<file path="config.mk">
export PLATFORM = sky130hd
export DESIGN_NAME = spram_arb_flat
export DESIGN_NICKNAME = d
export VERILOG_FILES = /design/src/rtl/spram_arb_if.sv /design/src/rtl/spram_arb.sv /design/src/flat_wrapper.sv
export SDC_FILE = /design/constraint.sdc
export NUM_CORES = 1
export LEC_CHECK = 0
export ABC_AREA = 1
export CAP_MARGIN = 20
export CORE_AREA = 5 5 94 87
export DETAILED_ROUTE_END_ITERATION = 10
export DIE_AREA = 0 0 99 92
export PLACE_DENSITY = 0.79
export SETUP_SLACK_MARGIN = 0.4
export SYNTH_ARGS = -nofsm -noshare
export SYNTH_HDL_FRONTEND = slang
export SYNTH_SLANG_ARGS = --single-unit
export TNS_END_PERCENT = 5
</file>
<file path="constraint.sdc">
create_clock -name clk_i -period 2 [get_ports clk_i]
set_input_delay 0.3 -clock clk_i [delete_from_list [all_inputs] [get_ports clk_i]]
set_output_delay 0.3 -clock clk_i [all_outputs]
set_load 0.02 [all_outputs]
</file>
<file path="src/rtl/spram_arb_if.sv">
// Bundle of requester handshakes, read-return and RAM pins shared by the spram arbiter.
// "master" is the environment side (requesters plus the RAM's read port); "slave" is the arbiter.
interface spram_arb_if #(
  parameter int ASIZE = 10,
  parameter int DSIZE = 32
);
  logic             wrVld;
  logic [ASIZE-1:0] wrAddr;
  logic [DSIZE-1:0] wrData;
  logic             wrRdy;
  logic             rdVld;
  logic [ASIZE-1:0] rdAddr;
  logic             rdRdy;
  logic             rdDataVld;
  logic [DSIZE-1:0] rdData;
  logic [ASIZE-1:0] ramAddr;
  logic [DSIZE-1:0] ramData;
  logic             ramCe;
  logic             ramWr;
  logic [DSIZE-1:0] ramRdata;
  logic [1:0]       grant;

  modport master (
    output wrVld, wrAddr, wrData, rdVld, rdAddr, ramRdata,
    input  wrRdy, rdRdy, rdDataVld, rdData, ramAddr, ramData, ramCe, ramWr, grant
  );

  modport slave (
    input  wrVld, wrAddr, wrData, rdVld, rdAddr, ramRdata,
    output wrRdy, rdRdy, rdDataVld, rdData, ramAddr, ramData, ramCe, ramWr, grant
  );
endinterface

</file>
<file path="src/rtl/spram_arb.sv">
// Round-robin, burst-bounded arbiter that shares one single-port RAM (1-cycle registered read)
// between a write requester and a read requester, with registered RAM pins and read-return strobe.
module spram_arb #(
  parameter int ASIZE     = 10,
  parameter int DSIZE     = 32,
  parameter int MAX_BURST = 8
) (
  input  logic          clk_i,
  input  logic          rst_i,
  spram_arb_if.slave    bus
);

  localparam int CW = (MAX_BURST > 1) ? $clog2(MAX_BURST) : 1;
  localparam logic [CW-1:0] CNT_LAST = CW'(MAX_BURST - 1);

  typedef enum logic [1:0] {
    IDLE   = 2'd0,
    GNT_WR = 2'd1,
    GNT_RD = 2'd2
  } state_e;

  state_e           state_q, state_d;
  logic [CW-1:0]    cnt_q, cnt_d;
  logic             lastRd_q, lastRd_d;

  logic             ramCe_q, ramWr_q, rdDataVld_q;
  logic [ASIZE-1:0] ramAddr_q;
  logic [DSIZE-1:0] ramData_q;

  logic             wrBeat, rdBeat;

  assign wrBeat = (state_q == GNT_WR) && bus.wrVld;
  assign rdBeat = (state_q == GNT_RD) && bus.rdVld;

  always_ff @(posedge clk_i or posedge rst_i) begin
    if (rst_i) begin
      state_q  <= IDLE;
      cnt_q    <= '0;
      lastRd_q <= 1'b1;
    end else begin
      state_q  <= state_d;
      cnt_q    <= cnt_d;
      lastRd_q <= lastRd_d;
    end
  end

  // lastRd_q remembers the side that most recently gave up the RAM; IDLE contention favours the other one.
  always_comb begin
    state_d  = state_q;
    cnt_d    = cnt_q;
    lastRd_d = lastRd_q;
    unique case (state_q)
      IDLE: begin
        cnt_d = '0;
        if (bus.wrVld && bus.rdVld) begin
          state_d = lastRd_q ? GNT_WR : GNT_RD;
        end else if (bus.wrVld) begin
          state_d = GNT_WR;
        end else if (bus.rdVld) begin
          state_d = GNT_RD;
        end
      end
      GNT_WR: begin
        if (!bus.wrVld) begin
          cnt_d    = '0;
          lastRd_d = 1'b0;
          state_d  = bus.rdVld ? GNT_RD : IDLE;
        end else if ((cnt_q == CNT_LAST) && bus.rdVld) begin
          cnt_d    = '0;
          lastRd_d = 1'b0;
          state_d  = GNT_RD;
        end else if (cnt_q != CNT_LAST) begin
          cnt_d = cnt_q + 1'b1;
        end
      end
      GNT_RD: begin
        if (!bus.rdVld) begin
          cnt_d    = '0;
          lastRd_d = 1'b1;
          state_d  = bus.wrVld ? GNT_WR : IDLE;
        end else if ((cnt_q == CNT_LAST) && bus.wrVld) begin
          cnt_d    = '0;
          lastRd_d = 1'b1;
          state_d  = GNT_WR;
        end else if (cnt_q != CNT_LAST) begin
          cnt_d = cnt_q + 1'b1;
        end
      end
      default: begin
        state_d = IDLE;
        cnt_d   = '0;
      end
    endcase
  end

  // rdDataVld_q trails a registered read command by one cycle, matching the RAM's output register.
  always_ff @(posedge clk_i or posedge rst_i) begin
    if (rst_i) begin
      ramCe_q     <= 1'b0;
      ramWr_q     <= 1'b0;
      ramAddr_q   <= '0;
      ramData_q   <= '0;
      rdDataVld_q <= 1'b0;
    end else begin
      rdDataVld_q <= ramCe_q && !ramWr_q;
      ramCe_q     <= wrBeat || rdBeat;
      ramWr_q     <= wrBeat;
      if (wrBeat) begin
        ramAddr_q <= bus.wrAddr;
        ramData_q <= bus.wrData;
      end else if (rdBeat) begin
        ramAddr_q <= bus.rdAddr;
      end
    end
  end

  assign bus.wrRdy     = (state_q == GNT_WR);
  assign bus.rdRdy     = (state_q == GNT_RD);
  assign bus.grant     = {state_q == GNT_RD, state_q == GNT_WR};
  assign bus.ramCe     = ramCe_q;
  assign bus.ramWr     = ramWr_q;
  assign bus.ramAddr   = ramAddr_q;
  assign bus.ramData   = ramData_q;
  assign bus.rdDataVld = rdDataVld_q;
  assign bus.rdData    = bus.ramRdata;

endmodule

</file>
<file path="src/flat_wrapper.sv">
// flat-port wrapper written by rule: the top's interface ports become plain ports
module spram_arb_flat 
#(
  parameter int ASIZE     = 10,
  parameter int DSIZE     = 32,
  parameter int MAX_BURST = 8
)
  (clk_i, rst_i, bus_wrVld, bus_wrAddr, bus_wrData, bus_rdVld, bus_rdAddr, bus_ramRdata, bus_wrRdy, bus_rdRdy, bus_rdDataVld, bus_rdData, bus_ramAddr, bus_ramData, bus_ramCe, bus_ramWr, bus_grant);
  spram_arb_if #(.ASIZE(ASIZE), .DSIZE(DSIZE)) bus_i ();
  input  logic clk_i;
  input  logic rst_i;
  input wire logic [$bits(bus_i.wrVld)-1:0] bus_wrVld;
  input wire logic [$bits(bus_i.wrAddr)-1:0] bus_wrAddr;
  input wire logic [$bits(bus_i.wrData)-1:0] bus_wrData;
  input wire logic [$bits(bus_i.rdVld)-1:0] bus_rdVld;
  input wire logic [$bits(bus_i.rdAddr)-1:0] bus_rdAddr;
  input wire logic [$bits(bus_i.ramRdata)-1:0] bus_ramRdata;
  output wire logic [$bits(bus_i.wrRdy)-1:0] bus_wrRdy;
  output wire logic [$bits(bus_i.rdRdy)-1:0] bus_rdRdy;
  output wire logic [$bits(bus_i.rdDataVld)-1:0] bus_rdDataVld;
  output wire logic [$bits(bus_i.rdData)-1:0] bus_rdData;
  output wire logic [$bits(bus_i.ramAddr)-1:0] bus_ramAddr;
  output wire logic [$bits(bus_i.ramData)-1:0] bus_ramData;
  output wire logic [$bits(bus_i.ramCe)-1:0] bus_ramCe;
  output wire logic [$bits(bus_i.ramWr)-1:0] bus_ramWr;
  output wire logic [$bits(bus_i.grant)-1:0] bus_grant;
  assign bus_i.wrVld = bus_wrVld;
  assign bus_i.wrAddr = bus_wrAddr;
  assign bus_i.wrData = bus_wrData;
  assign bus_i.rdVld = bus_rdVld;
  assign bus_i.rdAddr = bus_rdAddr;
  assign bus_i.ramRdata = bus_ramRdata;
  assign bus_wrRdy = bus_i.wrRdy;
  assign bus_rdRdy = bus_i.rdRdy;
  assign bus_rdDataVld = bus_i.rdDataVld;
  assign bus_rdData = bus_i.rdData;
  assign bus_ramAddr = bus_i.ramAddr;
  assign bus_ramData = bus_i.ramData;
  assign bus_ramCe = bus_i.ramCe;
  assign bus_ramWr = bus_i.ramWr;
  assign bus_grant = bus_i.grant;
  spram_arb #(.ASIZE(ASIZE), .DSIZE(DSIZE), .MAX_BURST(MAX_BURST)) u_core (.clk_i(clk_i), .rst_i(rst_i), .bus(bus_i));
endmodule
</file>
# Word-level counts from Yosys, hierarchy flattened
# Cells that the tools add are included.
[word_totals] register_bits=51 latchBits=0 ram_bits=0 mem_bits_ro=0 input_bits=88 out_inout_bits=81 mem_count=0
[op_classes] n_addsub=1 mul=0 n_div=0 magnitude_cmp=0 eq_ne=7 shifts=0 n_mux=24 bitwise_logic=0 reduce_logical=13
[ops] op="$mux 10" count=2
[ops] op="$mux 2" count=9
[ops] op="$mux 3" count=5
[ops] op="$logic_and 1x1->1" count=6
[ops] op="$ne 3x2->1 const B" count=2
[ops] op="$pmux 2 s3" count=1
[ops] op="$pmux 3 s2" count=1
[ops] op="$reduce_and 3->1" count=2
[ops] op="$mux 1" count=5
[ops] op="$ne 4x3->1 const B" count=1
[ops] op="$reduce_bool 2->1" count=2
[ops] op="$add 3x1->3 const B" count=1
[ops] op="$eq 3x3->1 const B" count=1
[ops] op="$ne 3x3->1 const B" count=1
[ops] op="$eq 2x1->1 const B" count=1
[ops] op="$eq 2x2->1 const B" count=1
[ops] op="$logic_not 2->1" count=1
[ops] op="$pmux 1 s2" count=1
[ops] op="$logic_not 1->1" count=1
[ops] op="$logic_or 1x1->1" count=1

# Longest topological paths before layout
# Gate-level depths: netlist of the first run.
[depth] depth_word=5 mapped_depth=9

# Worst setup path before layout of the first run
# OpenSTA, ideal clock, no wires.
[synth_timing] path_type="flip-flop to flip-flop" from="register u_core.state_q[1]" to="register u_core.ramAddr_q[7], in the netlist u_core.bus.ramAddr[7]" setup_time_ps=121 t_arrival_ps=1331 required_time_ps=1879 setup_slack_ps=547 stages_incl_launch_ff=7 n_path_buf=1 period_less_slack_ps=1453 cell_sequence="dfrtp_1 -> inv_1 -> ha_1 -> nand2_4 -> clkbuf_1 -> o21ai_1 -> o21ai_1"
[synth_between] elab_chain_cells=3
[synth_lines] element="start, declared" line_no="spram_arb.sv:22" source="state_e state_q, state_d;"
[synth_lines] element="start signal, assigned" line_no="spram_arb.sv:41" source="state_q <= state_d;"
[synth_lines] element="$eq 2x1->1 *"
[synth_lines] element="named net bus_wrRdy" line_no="flat_wrapper.sv:18" source="output wire logic [$bits(bus_i.wrRdy)-1:0] bus_wrRdy;"
[synth_lines] element="$logic_and 1x1->1 *" line_no="spram_arb.sv:32" source="assign wrBeat = (state_q == GNT_WR) && bus.wrVld;"
[synth_lines] element="$mux 10 / $reduce_bool 2->1 (equally long branches)"
[synth_lines] element="end signal, assigned" line_no="spram_arb.sv:109" source="ramAddr_q <= bus.wrAddr;"
[synth_lines] element="end signal, assigned" line_no="spram_arb.sv:112" source="ramAddr_q <= bus.rdAddr;"
[synth_lines] element="end, declared" line_no="spram_arb.sv:27" source="logic [ASIZE-1:0] ramAddr_q;"
# The timed path passes the listed nets; every way through them passes the cells marked *.
# A chain may end at the register's enable or synchronous reset.

# Worst setup path after layout of the first run
[layout_timing] from="register u_core.ramAddr_q[9], in the netlist u_core.bus.ramAddr[9]" to="output bus_ramAddr[9]"
[layout_rtl] element="end, declared" line_no="flat_wrapper.sv:22" source="output wire logic [$bits(bus_i.ramAddr)-1:0] bus_ramAddr;"
# No word-level cell between the ends.

==> results of run 1 <==
==> flip-flops by register name, indices dropped and copies added, names as in the netlist <==
signal / flops
u_core.lastRd_q: 1
u_core.cnt_q: 3
u_core.bus.ramCe: 1
u_core.state_q: 2
u_core.bus.ramData: 32
u_core.bus.ramWr: 1
u_core.bus.rdDataVld: 1
u_core.bus.ramAddr: 10
==> cell families (layout without fill, tap and decap cells) <==
kind of cell | count (synthesis) | in the layout
flops | 51 | 51
xor+xnor | 1 | 1
simple gates | 150 | 150
fa+ha+maj | 5 | 5
buf+inv | 55 | 130
compound gates | 25 | 25
==> timing repair <==
action | CTS | global route
pin swaps | 0 | 0
buffers inserted | 0 | 1
gates cloned | 0 | 0
endpoints found under the setup margin | 21 | 71
gates resized for setup | 16 | 6
==> routing by layer <==
metal  GRT usage, %  part of all wire, %  vias to the layer above
met3           5.69                  9.7                       29
met2           21.7                   46                       78
met1           15.7                   42                      921
met5              0                    0                        -
li1               -                    -                     1001
met4           5.12                  2.3                        0
==> power by group through the flow <==
stage	Sequential, W	Combinational, W	Clock, W
2_1_floorplan	0.00223	0.000954	0
3_3_place_gp	0.00173	0.00254	0
3_5_place_dp	0.00174	0.00258	0
4_1_cts	0.00174	0.00258	0.000787
5_1_grt	0.00180	0.00280	0.000837
6_report	0.00174	0.00257	0.000759
==> cells in the mapped netlist <==
master    count  area, µm²
a21oi_1       1       5.00
buf_2         3       15.0
buf_4        36        270
clkbuf_1      6       22.5
clkinv_2      1       5.00
dfrtp_1      50       1250
dfstp_2       1       26.3
ha_1          5       62.6
inv_1         9       33.8
nand2_1     114        428
nand2_2       1       6.26
nand2_4       1       11.3
nand3_1      16       80.1
nor2_1       17       63.8
nor3_2        1       10.0
o21ai_0       6       30.0
o21ai_1      18       90.1
xnor2_1       1       8.76
==> layout make-up <==
class	count	area, µm²	share of cell area (%)
Timing Repair Buffer	112	1120	32.2
Clock buffer	6	82.6	2.37
Sequential cell	51	1280	36.6
Multi-Input combinational cell	181	813	23.3
Tap cell	93	116	3.33
Inverter	10	38.8	1.11
Clock inverter	2	38.8	1.11
==> how the worst max path moves through the flow <==
stage | from | to | slack, ns
after detailed placement | bus_wrVld | u_core.bus.ramAddr[9]$_DFFE_PP0P_ | 0.23
after floorplan | rst_i | u_core.bus.ramAddr[0]$_DFFE_PP0P_ | 0.47
after global placement | bus_wrVld | u_core.bus.ramAddr[9]$_DFFE_PP0P_ | 0.32
after CTS | u_core.state_q[1]$_DFFE_PP0P_ | bus_wrRdy | 0.35
final | u_core.bus.ramAddr[9]$_DFFE_PP0P_ | bus_ramAddr[9] | 0.39
after global routing | u_core.state_q[1]$_DFFE_PP0P_ | bus_wrRdy | 0.33
==> through the flow <==
step,area [µm²],util (%)
global placement,3330,47.6
floorplan,2420,-
CTS,3460,49.5
global route,3490,49.8
detailed placement,3330,47.6
finish,3490,49.8
==> flow_summary_export.csv, run 1 <==
group,metric,value,unit
global_routing,grt_max_degree,52,
setup_path,crit_chain,"clkdlybuf4s50_1",
sta,post-route-period-util,80.7,%
die,die-area,9110,µm²
sta,setup_viol,0,
sta,slew_viol_final,0,
die,coreArea,7000,µm²
routing,drc_errors,0,
pwr,cellLeakagePower,1.68,nW
clock_network,htree_levels,2,
synthesis,synthXorXnorAreaFrac,0.362,%
setup_path,slowest_stage,"clkdlybuf4s50_1",
synthesis,synth-seq-cells,51,
global_routing,grt_pass1_vias,2158,
job,maxCapViolations,0,
setup_path,crit_cells,1,
setup_path,cp_max_fo,2,
finish,final_cell_mix,"nand2_1 (113), clkdlybuf4s50_1 (99), dfrtp_1 (50)",
pwr,powerDensity,1450,nW/µm²
finish,layout.nets,454,
setup_path,ff2ff_setup_slack,0.42,ns
global_routing,grt_usage,13.4,%
synthesis,synth_warnings,0,
synthesis,syn_avg_cell_area,8.43,µm²
global_routing,grt_overflow,0,
finish,layout.cells.most_common,"nand2_1",
placement,detailed_place_hpwl,4450,µm
finish,area_growth,44.2,%
die,io_pins,169,
clock_network,numCtsBuffers,5,
sta,fin_ws,0.386,ns
placement,gp_congestion,0.841,
global_routing,grt_first_pass_wirelength,10000,µm
pwr,intPower,0.00310,W
setup_path,reg2reg_to,"u_core.bus.ramAddr[9]$_DFFE_PP0P_",
setup_path,endpoint_kind,"primary output",
synthesis,synthMuxAreaShare,0,%
setup_path,path_class,"reg -> out",
pwr,seqPwrFrac,34.2,%
synthesis,netlist_area,2420,µm²
synthesis,synthCells,287,
worst_hold_path,hp-class,"in -> async",
routing,routed-via-count,2029,
sta,hold_ws,0.349,ns
pwr,clock_power_share,15.0,%
die,floorplan.initialDensity,34.6,%
clock_network,clkLatencyLatePin,0.30,ns
sta,grt_setup_unrepaired,"true",
routing,drtIter0Drc,96,
clock_network,cts_sinks,51,
finish,num_antenna_cells,0,
pwr,total_power,0.00507,W
sta,period_needed,1.61,ns
placement,dp_slack,0.231,ns
pwr,p_comb_share,50.8,%
placement,dp_cells,446,
synthesis,synth-adder-area-share,2.59,%
placement,io_buffers,104,
synthesis,yosysSeqAreaShare,52.8,%
clock_network,clock_path_buffers,2,
pwr,vdd_drop_max,0.000581,V
sta,finClkSkew,0.00682,ns
routing,drt-vias-per-instance,4.46,
routing,drt_pass1_iterations,4,
sta,finalHoldViolCount,0,
finish,drive_above_1_share,8.29,%
sta,tns,0,ns
sta,worst_slew_pin_slew,0.306,ns
synthesis,synth_compound_area_share,5.17,%
setup_path,cp_top_family,"buffers and inverters",
clock_network,clk_pin_slew,0.10,ns
outcome,outcome,"completed",
pwr,switching_share,38.8,%
synthesis,yosys.area_share.simple,24.8,%
routing,wirelength,6170,µm
setup_path,worstPathArrival,1.31,ns
setup_path,r2r-start,"u_core.state_q[1]$_DFFE_PP0P_",
setup_path,startpoint_type,"flip-flop",
synthesis,synth_top_family_by_area,"simple AND/OR/NAND/NOR gates",
routing,wl_per_cell,13.6,µm
die,fp.dieH,92,µm
global_routing,grt_antenna_before_repair,0,
synthesis,synth_cell_types,18,
pwr,p_sw,0.00197,W
setup_path,crit_buf_inv,1,
die,dieWidth,99,µm
clock_network,cts_tree,"yes",
setup_path,crit_path_max_incr_delay,0.63,ns
clock_network,clockRootBuffer,"clkbuf_8",
sta,max_freq,619,MHz
die,fp-row-count,29,
finish,num-fill-cells,643,
setup_path,required,1.70,ns
finish,final_cells,455,
sta,maxSlewHeadroom,79.6,%
setup_path,r2r_cells,8,
clock_network,hold_buffers,0,
routing,route.antenna.remaining_nets,0,
synthesis,synth_nets,380,
No activity file was read; power rests on OpenSTA's default activity.
==> inputs of run 2 (changes only) <==
Settings changed: CORE_AREA 5 5 94 87 to 5 5 98 91, DIE_AREA 0 0 99 92 to 0 0 103 96, PLACE_DENSITY 0.79 to 0.76.
Clock period 2 ns to 1.45 ns, I/O delays scaled along.
==> run 2 against run 1 <==
Sequential share of layout area is 2.6 points lower. Global-route usage shrank 0.072 points. Clock-buffer cell count up 1. Clock power is 17% higher. Cell count is 5.1% higher. Wire length is 9.1% higher. Combinational power up 45%. Cell area is 7.6% higher. Clock skew down 0.0013 ns. Critical endpoint is now u_core.bus.ramData[15]$_DFFE_PP0P_.
==> flow_summary_export.csv, run 2 (synthesis results as in run 1) <==
group,metric,value,unit
job,maxCapViolations,0,
die,floorplan.initialDensity,30.9,%
finish,final_cells,478,
global_routing,grt_pass1_vias,2262,
sta,setup_viol,0,
global_routing,grt_overflow,0,
setup_path,endpoint_kind,"flip-flop",
routing,drt_pass1_iterations,6,
setup_path,cp_max_fo,6,
finish,layout.nets,471,
setup_path,crit_path_max_incr_delay,0.45,ns
finish,area_growth,55.2,%
sta,finClkSkew,0.00548,ns
routing,drtIter0Drc,39,
placement,io_buffers,104,
finish,multi_input_area,922,µm²
setup_path,startpoint_type,"flip-flop",
pwr,cellLeakagePower,1.93,nW
setup_path,crit_chain,"ha_4 -> buf_6 -> nand2_8 -> clkinv_8 -> buf_12 -> clkbuf_16 -> nand2_1 -> nand2_1",
clock_network,cts_sinks,51,
routing,drt-vias-per-instance,4.51,
clock_network,cts_tree,"yes",
sta,post-route-period-util,96.7,%
placement,gp_congestion,0.811,
finish,layout.cells.most_common,"nand2_1",
sta,max_freq,713,MHz
routing,route.antenna.remaining_nets,0,
finish,num_antenna_cells,0,
setup_path,worstPathArrival,1.59,ns
outcome,outcome,"completed",
die,fp.dieH,96,µm
clock_network,htree_levels,2,
routing,wl_per_cell,14.1,µm
finish,num-fill-cells,765,
clock_network,clock_path_buffers,2,
sta,slew_viol_final,0,
routing,wirelength,6730,µm
finish,final_cell_mix,"nand2_1 (102), clkdlybuf4s50_1 (55), dfrtp_1 (49)",
worst_hold_path,hp-class,"in -> async",
setup_path,cp_top_family,"buffers and inverters",
global_routing,grt_antenna_before_repair,0,
sta,hold_ws,0.234,ns
die,die-area,9890,µm²
sta,maxSlewHeadroom,78.2,%
die,fp-row-count,31,
setup_path,crit_buf_inv,4,
global_routing,grt_usage,13.3,%
routing,drc_errors,0,
pwr,vdd_drop_max,0.000723,V
sta,finalHoldViolCount,0,
global_routing,grt_first_pass_wirelength,10400,µm
clock_network,hold_buffers,0,
global_routing,grt_max_degree,23,
placement,detailed_place_hpwl,4790,µm
die,dieWidth,103,µm
setup_path,cpMostUsedCell,"nand2_1",
clock_network,clk_pin_slew,0.09,ns
sta,period_needed,1.40,ns
finish,largest_reg_flops,32,
sta,grt_setup_unrepaired,"true",
finish,register_area,1280,µm²
clock_network,clockRootBuffer,"clkbuf_8",
finish,drive_above_1_share,18.2,%
routing,routed-via-count,2157,
clock_network,clkLatencyLatePin,0.30,ns
die,coreArea,7840,µm²
placement,dp_cells,461,
die,io_pins,169,
setup_path,slowest_stage,"dfrtp_2",
sta,tns,0,ns
setup_path,path_class,"reg -> reg",
setup_path,required,1.64,ns
pwr,powerDensity,1860,nW/µm²
clock_network,numCtsBuffers,5,
sta,worst_slew_pin_slew,0.327,ns
run 2: changes by cell type in the layout (fill, tap and decap cells not counted), moves of 3 or more:
cell / delta
clkdlybuf4s50_1: -44
nand2_1: -11
buf_12: +4
nor2_1: -4
nand2_4: +5
buf_4: +9
dlygate4sd2_1: +45
o21ai_2: +3
buf_6: +3
clkdlybuf4s15_2: -3
nand2_2: +5
nor2_2: +4
run 2: final cells by class:
cell class,instances,area share [%]
clock buffer,7,2.56
clock inverter,1,0.200
multi-input combinational,181,24.6
tap,99,3.30
timing repair buffer,129,33.9
inverter,10,1.43
sequential,51,34.0
run 2: final timing paths:
check	startpoint	to	slack, ns	cells after the start
max	u_core.state_q[0]$_DFFE_PP0P_	u_core.bus.ramData[15]$_DFFE_PP0P_	0.05	8
min	rst_i	u_core.cnt_q[2]$_DFF_PP0_	0.23	2
max reg2reg	u_core.state_q[0]$_DFFE_PP0P_	u_core.bus.ramData[15]$_DFFE_PP0P_	0.05	8
min reg2reg	u_core.bus.ramWr$_DFF_PP0_	u_core.bus.rdDataVld$_DFF_PP0_	0.43	1
max in group asynchronous	rst_i	u_core.bus.ramData[17]$_DFFE_PP0P_	0.82	3
min in group clk_i	u_core.bus.ramWr$_DFF_PP0_	u_core.bus.rdDataVld$_DFF_PP0_	0.43	1
run 2: metal layers:
layer	wire length, µm	track usage, %	vias up
li1	-	-	1039
met1	2630	15.3	1011
met2	3390	23.1	93
met3	615	4.57	14
met4	95	4.31	0
met5	0	0	-
run 2: worst register-to-register path, stage by stage, from the launching register on:
cell       delay [ns]
dfrtp_2          0.45
ha_4             0.18
buf_6            0.12
nand2_8          0.09
clkinv_8         0.08
buf_12           0.13
clkbuf_16        0.15
nand2_1          0.05
nand2_1          0.04
run 2: timing repair:
action | in CTS | in global routing
cloned | 1 | 1
pin swaps | 5 | 8
setup endpoints to repair | 99 | 99
gates resized for setup | 82 | 20
setup buffers | 2 | 5
run 2: power by group:
group	switching, W	internal [W]
sequential	0.000325	0.00205
combinational	0.00211	0.00162
clock	0.000456	0.000435
run 2: stage by stage:
stage | worst slack [ns] | utilization (%) | area (µm²) | power (W)
5_1_grt | -0.0530 | 47.9 | 3760 | 0.00756
4_1_cts | 0.0575 | 46.2 | 3620 | 0.00689
2_1_floorplan | 0.167 | - | 2460 | 0.00446
3_3_place_gp | -0.0654 | 44.4 | 3480 | 0.00609
6_report | 0.0473 | 47.9 | 3760 | 0.00700
3_5_place_dp | -0.107 | 44.4 | 3480 | 0.00620
==> inputs of run 3 (changes only) <==
Settings changed: ABC_AREA 1 to default, CORE_AREA 5 5 98 91 to 5 5 97 90, DIE_AREA 0 0 103 96 to 0 0 102 95, PLACE_DENSITY 0.76 to 0.77.
==> run 3 against run 2 <==
The run now ends with setup timing left. Wire length shrank 13%. First-iteration DRC count shrank 15%. Combinational power grew 20%. Clock skew shrank 0.0017 ns. Flip-flop and latch count is the same. Cell area grew 0.43%. Largest cell class is now non-clock buffers. Maximum frequency shrank 12%. Non-clock buffer count shrank 1. Highest routed layer unchanged. Synthesized cell count shrank 33%. Via count shrank 21%.
==> flow_summary_export.csv, run 3 <==
group,metric,value,unit
synthesis,synthFlopType,"dfrtp_1",
sta,period_needed,1.59,ns
clock_network,clkLatencyLatePin,0.29,ns
synthesis,async_flop_share,100,%
die,die-area,9690,µm²
routing,drc_errors,0,
outcome,violations,"setup timing",
setup_path,cp_max_fo,5,
die,floorplan.initialDensity,30.9,%
synthesis,synth_common_cells,"dfrtp_1 (50), buf_4 (36), mux2_2 (32)",
routing,wirelength,5830,µm
synthesis,syn_avg_cell_area,12.3,µm²
synthesis,synth_edf_count,0,
setup_path,required,1.64,ns
die,fp.dieH,95,µm
finish,num-fill-cells,678,
clock_network,clock_path_buffers,2,
clock_network,numCtsBuffers,5,
finish,register_area,1280,µm²
die,fp-row-count,31,
clock_network,clockRootBuffer,"clkbuf_8",
routing,drt-vias-per-instance,4.41,
die,coreArea,7720,µm²
placement,dpl_cell_area,3410,µm²
sta,grt_setup_unrepaired,"true",
routing,wl_per_cell,15.1,µm
synthesis,yosysMostFrequentCell,"dfrtp_1",
synthesis,synth_warnings,0,
sta,maxSlewHeadroom,81.3,%
routing,drtIter0Drc,33,
pwr,cellLeakagePower,1.69,nW
outcome,outcome,"finished with violations",
synthesis,synth_cell_types,24,
placement,detailed_place_hpwl,4130,µm
placement,gp_congestion,0.848,
sta,slew_viol_final,0,
synthesis,synth_area_leaders,"dfrtp_1 (52%), mux2_2 (15%), buf_4 (11%)",
finish,multi_input_area,895,µm²
global_routing,grt_first_pass_wirelength,8580,µm
routing,drt_pass1_iterations,4,
sta,fin_ws,-0.141,ns
finish,area_growth,58.3,%
setup_path,path_class,"reg -> reg",
placement,dp_cells,370,
die,io_pins,169,
finish,largest_reg_flops,32,
pwr,powerDensity,2100,nW/µm²
placement,io_buffers,104,
sta,setup_viol,46,
sta,finClkSkew,0.00382,ns
synthesis,netlist_area,2380,µm²
routing,routed-via-count,1707,
sta,post-route-period-util,110,%
finish,layout.cells.most_common,"clkdlybuf4s50_1",
finish,layout.nets,380,
clock_network,clk_pin_slew,0.09,ns
clock_network,cts_tree,"yes",
routing,route.antenna.remaining_nets,0,
setup_path,crit_chain,"ha_4 -> and2_4 -> a32o_2 -> a21oi_4 -> mux2_4",
finish,postLayoutCellArea,3770,µm²
pwr,vdd_drop_max,0.000915,V
die,dieWidth,102,µm
synthesis,synth-seq-cells,51,
global_routing,grt_antenna_before_repair,0,
synthesis,synth_nets,286,
synthesis,yosysTopAreaCellShare,52.5,%
setup_path,startpoint_type,"flip-flop",
sta,finalHoldViolCount,0,
clock_network,htree_levels,2,
global_routing,grt_pass1_vias,1747,
setup_path,slowest_stage,"dfrtp_1",
finish,final_cells,387,
finish,drive_above_1_share,44.8,%
global_routing,grt_usage,11.3,%
synthesis,yosysSeqAreaShare,53.6,%
setup_path,crit_path_max_incr_delay,0.44,ns
setup_path,endpoint_kind,"flip-flop",
finish,num_antenna_cells,0,
finish,final_cell_mix,"clkdlybuf4s50_1 (55), buf_6 (50), dfrtp_1 (50)",
synthesis,synthCells,193,
sta,max_freq,629,MHz
setup_path,worstPathArrival,1.78,ns
job,maxCapViolations,0,
sta,worst_slew_pin_slew,0.280,ns
synthesis,yosysTopAreaCell,"dfrtp_1",
global_routing,grt_overflow,0,
worst_hold_path,hp-class,"in -> async",
global_routing,grt_max_degree,52,
clock_network,cts_sinks,51,
## run 3: cell types whose count changed after synthesis, sizes merged, moves of 11 or more
cell,previous run,this run
nand3,16,3
mux2i,0,11
nor2,17,5
nand2,116,13
mux2,0,33
o21ai,24,12
## run 3: worst paths after layout
check	start	to	slack, ns	cells past startpoint
setup / recovery	u_core.state_q[0]$_DFFE_PP0P_	u_core.state_q[0]$_DFFE_PP0P_	-0.14	5
hold / removal	rst_i	u_core.bus.ramData[6]$_DFFE_PP0P_	0.28	3
setup reg to reg	u_core.state_q[0]$_DFFE_PP0P_	u_core.state_q[0]$_DFFE_PP0P_	-0.14	5
hold reg to reg	u_core.bus.ramWr$_DFF_PP0_	u_core.bus.rdDataVld$_DFF_PP0_	0.46	1
max in group asynchronous	rst_i	u_core.lastRd_q$_DFFE_PP1P_	0.87	3
min in group clk_i	bus_ramRdata[13]	bus_rdData[13]	0.44	0
## run 3: cells by family (layout without fill, tap and decap cells)
| group | count (synthesis) | in the layout | share of synthesized area, % |
|---|---|---|---|
| DFF | 51 | 51 | 53.6 |
| adders and majority gates | 5 | 5 | 2.62 |
| AOI/OAI and AO/OA | 20 | 20 | 5.14 |
| buffers and inverters | 47 | 142 | 13.6 |
| and+or+nand+nor | 25 | 25 | 4.46 |
| xor gates and xnor gates | 1 | 1 | 0.368 |
| muxes | 44 | 44 | 20.2 |
## run 3: cell type report
| type | instances | area share, % |
|---|---|---|
| inverters | 6 | 0.597 |
| repair buffers | 128 | 35.9 |
| multi-input cells | 95 | 23.7 |
| well taps | 99 | 3.28 |
| clock buffers | 8 | 2.65 |
| flip-flops and latches | 51 | 33.9 |
## run 3: power by group
group | leakage (nW) | total [W] | internal (W) | switching (W)
clock network | 0.0515 | 0.000874 | 0.000436 | 0.000437
registers | 0.622 | 0.00259 | 0.00211 | 0.000481
logic | 1.02 | 0.00447 | 0.00254 | 0.00193
## run 3: per-stage QoR
step / total power [W] / TNS [ns] / hold slack, ns / worst slack [ns] / util, %
detailed placement: 0.00640 / -9.90 / 0.422 / -0.271 / 44.1
global placement: 0.00630 / -7.01 / 0.413 / -0.209 / 44.1
finish: 0.00793 / -2.53 / 0.282 / -0.141 / 48.9
floorplan: 0.00463 / -3.49 / 0.369 / -0.223 / -
CTS: 0.00765 / -3.75 / 0.281 / -0.151 / 46.5
global route: 0.00845 / -5.64 / 0.316 / -0.185 / 48.9
## run 3: critical path, delay by kind of cell, from the launching register on
kind            cells  cell delay (ns)
flops               1             0.44
mux                 1             0.30
fa+ha+maj           1             0.19
compound gates      2             0.38
simple gates        1             0.17
## run 3: per-layer routing
layer	part of all wire, %	GRT usage (%)	vias up
li1	-	-	810
met4	1.9	3.72	0
met2	45	17.2	98
met3	13	5.54	17
met1	40	13.9	782
met5	0	0	-
## run 3: timing repair
action | CTS | global route
buffers inserted | 3 | 3
gates resized for setup | 297 | 37
cloned | 0 | 3
hold endpoints to repair | 0 | 0
setup endpoints to repair | 99 | 99
hold buffers | 0 | 0
pin swaps | 0 | 2
